File: src/rtl/serial_loader_pkg.sv
// Shared types and sizing helpers for the serial word loader.
// Used with or without SERIAL_LOADER_PARITY_CHECK_EN.
package serial_loader_pkg;

    typedef enum logic [1:0] {
        IDLE  = 2'd0,
        SHIFT = 2'd1,
        LOAD  = 2'd2
    } state_t;

    // The counter must be able to hold WIDTH itself, and is never narrower than one bit.
    function automatic int count_width(input int width);
        return ($clog2(width + 1) > 1) ? $clog2(width + 1) : 1;
    endfunction

    // Count value at which the next accepted bit is the parity bit.
    function automatic int parity_slot(input int width);
        return width;
    endfunction

endpackage

File: src/rtl/serial_shift_reg.sv
// Serial-in shift register with a bit counter. A clear together with a shift starts a new frame.
// word_next is the value the register takes on the next edge.
module serial_shift_reg
    import serial_loader_pkg::*;
#(
    parameter int WIDTH     = 8,
    parameter bit MSB_FIRST = 1'b1,
    parameter int CW        = count_width(WIDTH)
) (
    input  logic             clk,
    input  logic             rst,
    input  logic             shift_en,
    input  logic             clear,
    input  logic             bit_in,
    output logic [WIDTH-1:0] word_next,
    output logic [CW-1:0]    count
);
    logic [WIDTH-1:0] data;
    logic [WIDTH-1:0] base;

    always_comb begin
        base      = clear ? '0 : data;
        word_next = data;
        if (shift_en) begin
            if (MSB_FIRST) begin
                word_next = (base << 1) | WIDTH'(bit_in);
            end else begin
                word_next = (base >> 1) | (WIDTH'(bit_in) << (WIDTH - 1));
            end
        end else if (clear) begin
            word_next = '0;
        end
    end

    always_ff @(posedge clk or negedge rst) begin
        if (!rst) begin
            data  <= '0;
            count <= '0;
        end else begin
            data <= word_next;
            if (shift_en) begin
                count <= clear ? CW'(1) : count + CW'(1);
            end else if (clear) begin
                count <= '0;
            end
        end
    end

endmodule

File: src/rtl/serial_word_loader.sv
// Deserialises a valid/ready bit stream into WIDTH-bit words and pulses load once per word.
// Define SERIAL_LOADER_PARITY_CHECK_EN to append an even-parity bit per frame and add parity_err.
module serial_word_loader
    import serial_loader_pkg::*;
#(
    parameter int WIDTH     = 8,
    parameter bit MSB_FIRST = 1'b1
) (
    input  logic             clk,
    input  logic             rst,
    input  logic             bit_in,
    input  logic             bit_valid,
    input  logic             start,
    output logic             bit_ready,
    output logic [WIDTH-1:0] word_out,
    output logic             load,
    output logic             busy,
    output logic             frame_err
`ifdef SERIAL_LOADER_PARITY_CHECK_EN
    ,
    output logic             parity_err
`endif
);
    localparam int CW = count_width(WIDTH);

    state_t           state;
    state_t           state_next;
    logic             accept;
    logic             in_frame;
    logic             shift_en;
    logic             clear;
    logic [WIDTH-1:0] word_next;
    logic [CW-1:0]    count;

    assign accept   = bit_valid && bit_ready;
    assign in_frame = accept && (start || state == SHIFT);
    assign clear    = accept && start;

`ifdef SERIAL_LOADER_PARITY_CHECK_EN
    logic parity_hit;
    logic parity_ok;

    // The parity bit is checked against the held word and never shifted in.
    assign parity_hit = accept && !start && (state == SHIFT)
                        && (count == CW'(parity_slot(WIDTH)));
    assign parity_ok  = ~(^{word_next, bit_in});
    assign shift_en   = in_frame && !parity_hit;
`else
    logic data_full;

    assign shift_en = in_frame;

    always_comb begin
        data_full = 1'b0;
        if (accept) begin
            if (start) begin
                data_full = (WIDTH == 1);
            end else if (state == SHIFT) begin
                data_full = (count == CW'(WIDTH - 1));
            end
        end
    end
`endif

    serial_shift_reg #(
        .WIDTH     (WIDTH),
        .MSB_FIRST (MSB_FIRST),
        .CW        (CW)
    ) u_shift (
        .clk       (clk),
        .rst       (rst),
        .shift_en  (shift_en),
        .clear     (clear),
        .bit_in    (bit_in),
        .word_next (word_next),
        .count     (count)
    );

    always_ff @(posedge clk or negedge rst) begin
        if (!rst) begin
            state <= IDLE;
        end else begin
            state <= state_next;
        end
    end

    always_comb begin
        state_next = state;
        case (state)
            IDLE, SHIFT: begin
`ifdef SERIAL_LOADER_PARITY_CHECK_EN
                if (parity_hit) begin
                    state_next = parity_ok ? LOAD : IDLE;
                end else if (in_frame) begin
                    state_next = SHIFT;
                end
`else
                if (in_frame) begin
                    state_next = data_full ? LOAD : SHIFT;
                end
`endif
            end
            LOAD:    state_next = IDLE;
            default: state_next = IDLE;
        endcase
    end

    always_comb begin
        bit_ready = (state != LOAD);
        busy      = (state != IDLE);
        load      = (state == LOAD);
    end

    // A start accepted mid-frame discards the partial word and flags it for one cycle.
    always_ff @(posedge clk or negedge rst) begin
        if (!rst) begin
            word_out   <= '0;
            frame_err  <= 1'b0;
`ifdef SERIAL_LOADER_PARITY_CHECK_EN
            parity_err <= 1'b0;
`endif
        end else begin
            frame_err <= clear && (state == SHIFT);
`ifdef SERIAL_LOADER_PARITY_CHECK_EN
            parity_err <= parity_hit && !parity_ok;
            if (parity_hit && parity_ok) begin
                word_out <= word_next;
            end
`else
            if (data_full) begin
                word_out <= word_next;
            end
`endif
        end
    end

endmodule

File: config.mk
export PLATFORM = sky130hd
export DESIGN_NAME = serial_word_loader
export DESIGN_NICKNAME = d
export VERILOG_FILES = /design/src/rtl/serial_loader_pkg.sv /design/src/rtl/serial_shift_reg.sv /design/src/rtl/serial_word_loader.sv
export SDC_FILE = /design/constraint.sdc
export NUM_CORES = 1
export LEC_CHECK = 0
export ABC_AREA = 1
export CORE_ASPECT_RATIO = 0.75
export CORE_UTILIZATION = 58
export CTS_BUF_LIST = sky130_fd_sc_hd__clkbuf_4
export CTS_CLUSTER_DIAMETER = 80
export DETAILED_ROUTE_END_ITERATION = 6
export PLACE_DENSITY = 0.94
export SYNTH_ARGS = -nofsm -noshare
export SYNTH_HDL_FRONTEND = slang
export SYNTH_SLANG_ARGS = --single-unit
export TNS_END_PERCENT = 1
File: constraint.sdc
create_clock -name clk -period 3.4 [get_ports clk]
set_input_delay 0.34 -clock clk [delete_from_list [all_inputs] [get_ports clk]]
set_output_delay 0.34 -clock clk [all_outputs]
set_load 0.01 [all_outputs]
==> impl_metrics.toml <==
[outcome]
outcome = "finished, final reports clean"

[power]
vdd_ir_drop_max_mv = 0.485
power.density_nw_per_um2 = 471
power_leakage_nw = 0.599

[logic_synthesis]
synthCells = 104
synth_warnings = 0
yosysSeqAreaShare = 0.566
syn_area_sq_um = 1020
ys_types = 20
syn_nets = 110
avgSynthCellArea_sq_um = 9.78
yosys_register_bits = 23

[placement]
io_buffer_count = 16
dpl_worst_slack_ns = 1.62
gp_congestion = 0.782
dp_hpwl_mm = 1.41
dp.cells = 138

[sta]
worst_pin_slew_ns = 0.991
holdWs_ns = 0.505
rsz0062_at_grt = "false"
setup_viol = 0
finalSetupTns_ns = 0
fin_crit_ns = 1.88
post-route-period-util = 0.552
timing.final.ws_setup_ns = 1.52
final-hold-violation-count = 0
slew_headroom = 0.337
final_max_slew_viol_count = 0
clock_skew_ns = 0.00459
max_freq_mhz = 533

[setup_path]
crit_slowest_cell = "clkdlybuf4s50_1"
critPathArrivalTime_ns = 1.54
slowest_delay_ns = 0.52
required_ns = 3.06
cpLargestDelayFamily = "buffers and inverters"
cp_max_fo = 3
crit_path_end_kind = "primary output"
start_kind = "flop"
critical_path_class = "flop to primary output"
worst-path-buf-inv = 3
cp_cell_sequence = "inv_2 -> nand2_2 -> inv_1 -> clkdlybuf4s50_1"

[route]
ant_nets = 0
drtIter0Drc = 15
drtPass1Iterations = 4
via_per_inst = 5.42
routed_wl_mm = 1.93
vias = 769
post_drt_wl_per_cell_um = 13.6
drc = 0

[global_routing]
grt_overflow = 0
antenna_found_initial = 0
grt_pass1_vias = 704
grt_max_degree = 24
track_usage = 0.249
grt_first_pass_wirelength_mm = 3.35

[floorplanning]
start_util = 0.651
dieArea_sq_um = 1930
core-area_sq_um = 1560
io_pins = 17
die_h_um = 38.3
die_x_um = 50.4
rows = 12

[clocking]
cts_resized = 0
post_cts_buffers = 0
clock_path_buffers = 2
htreeDepth = 1
cts_buffers = 3
cts_hold_buffers = 0
clk_latency_ns = 0.31
clk_pin_slew_worst_paths_ns = 0.12
cts.sinks = 23
clock-root-buffer = "clkbuf_4"
cts_tree = "built"

[cells_and_area]
instances_no_fill = 142
fin_nets = 128
diodes = 0
syn_to_final_growth_pct = 18.3
drive_above_1_share = 0.165
finalCoreUtilization = 0.771

[job]
max_cap_viol_count = 0

[hold_path]
hold_path_class = "flop to flop"
report_power, final:
| group | switching, mW | leakage, nW | total [mW] | internal, mW |
|---|---|---|---|---|
| Sequential | 0.0236 | 0.310 | 0.327 | 0.304 |
| Clock | 0.0816 | 0.0177 | 0.126 | 0.0440 |
| Combinational | 0.0657 | 0.270 | 0.114 | 0.0481 |
registers in the layout, summed over array words and instances, names as in the netlist:
name / flops
frame_err: 1
word_out: 8
u_shift.count: 4
state: 2
u_shift.data: 8
kinds of logic (layout without fill, tap and decap cells):
family	after synthesis	count (layout)	share of synthesized area
buffers and inverters	10	27	0.0529
AO/OA/AOI/OAI	15	15	0.0959
adder cells (fa/ha/maj)	1	1	0.0123
AND/OR/NAND/NOR	55	55	0.273
flip-flops	23	23	0.566
metal layers:
metal | vias up | share of wire | wire [um] | GRT usage
met3 | 2 | 0.038 | 73 | 0.0833
li1 | 372 | - | - | -
met5 | - | 0 | 0 | 0
met2 | 20 | 0.48 | 922 | 0.400
met1 | 375 | 0.48 | 926 | 0.338
met4 | 0 | 0.0041 | 8 | 0.0417
cell usage in the layout, fill, tap and decap left out:
| master | netlist | final |
|---|---|---|
| dfrtp_1 | 23 | 23 |
| inv_2 | 3 | 3 |
| o21ai_1 | 1 | 1 |
| nand4_1 | 1 | 1 |
| inv_1 | 4 | 4 |
| nand3_4 | 1 | 1 |
| nand3_2 | 1 | 1 |
| o21ai_2 | 6 | 6 |
| nand3_1 | 9 | 9 |
| nand2_1 | 31 | 31 |
| nand2_2 | 2 | 2 |
| clkinv_2 | 0 | 1 |
| nand2_4 | 2 | 2 |
| clkbuf_4 | 0 | 3 |
| ha_1 | 1 | 1 |
| a21oi_1 | 1 | 1 |
| nand3b_4 | 1 | 1 |
| nor2_1 | 6 | 6 |
| nor3_1 | 1 | 1 |
| clkdlybuf4s50_1 | 0 | 16 |
| o21ai_0 | 7 | 7 |
synth_stat cells (all sizes together):
cell    count  area, sq um
a21oi       1         5.00
buf         3         27.5
dfrtp      23          576
ha          1         12.5
inv         7         26.3
nand2      35          151
nand3      11         72.6
nand3b      1         20.0
nand4       1         6.26
nor2        6         22.5
nor3        1         5.00
o21ai      14         92.6
path summary, 6_finish.rpt:
kind	to	cells after the start	from	slack, ns
worst max-delay path	load	4	state[0]	1.52
worst min-delay path	word_out[1]	2	word_out[1]	0.51
worst max register to register	word_out[7]	7	state[1]	1.93
worst min register to register	word_out[1]	2	word_out[1]	0.51
max in group asynchronous	word_out[6]	1	rst	2.25
min in group asynchronous	u_shift.count[2]	1	rst	0.56
worst min-delay path: cells and delay by family (launching register included):
family | cells | cell delay (ns)
flops | 1 | 0.37
simple gates | 1 | 0.07
compound gates | 1 | 0.05
metrics by stage:
stage	power (mW)	area, sq um
6_report	0.566	1200
5_1_grt	0.594	1200
4_1_cts	0.568	1200
3_5_place_dp	0.445	1180
3_3_place_gp	0.436	1180
2_1_floorplan	0.399	1020
layout make-up:
cell class,count,area (sq um)
clock buffers,3,22.5
clock inverters,1,5.00
fillers,124,358
inverters,7,26.3
multi-input cells,71,388
flip-flops and latches,23,576
well taps,21,26.3
repair buffers,16,160
Note: power is estimated with default switching activity, not from simulation.
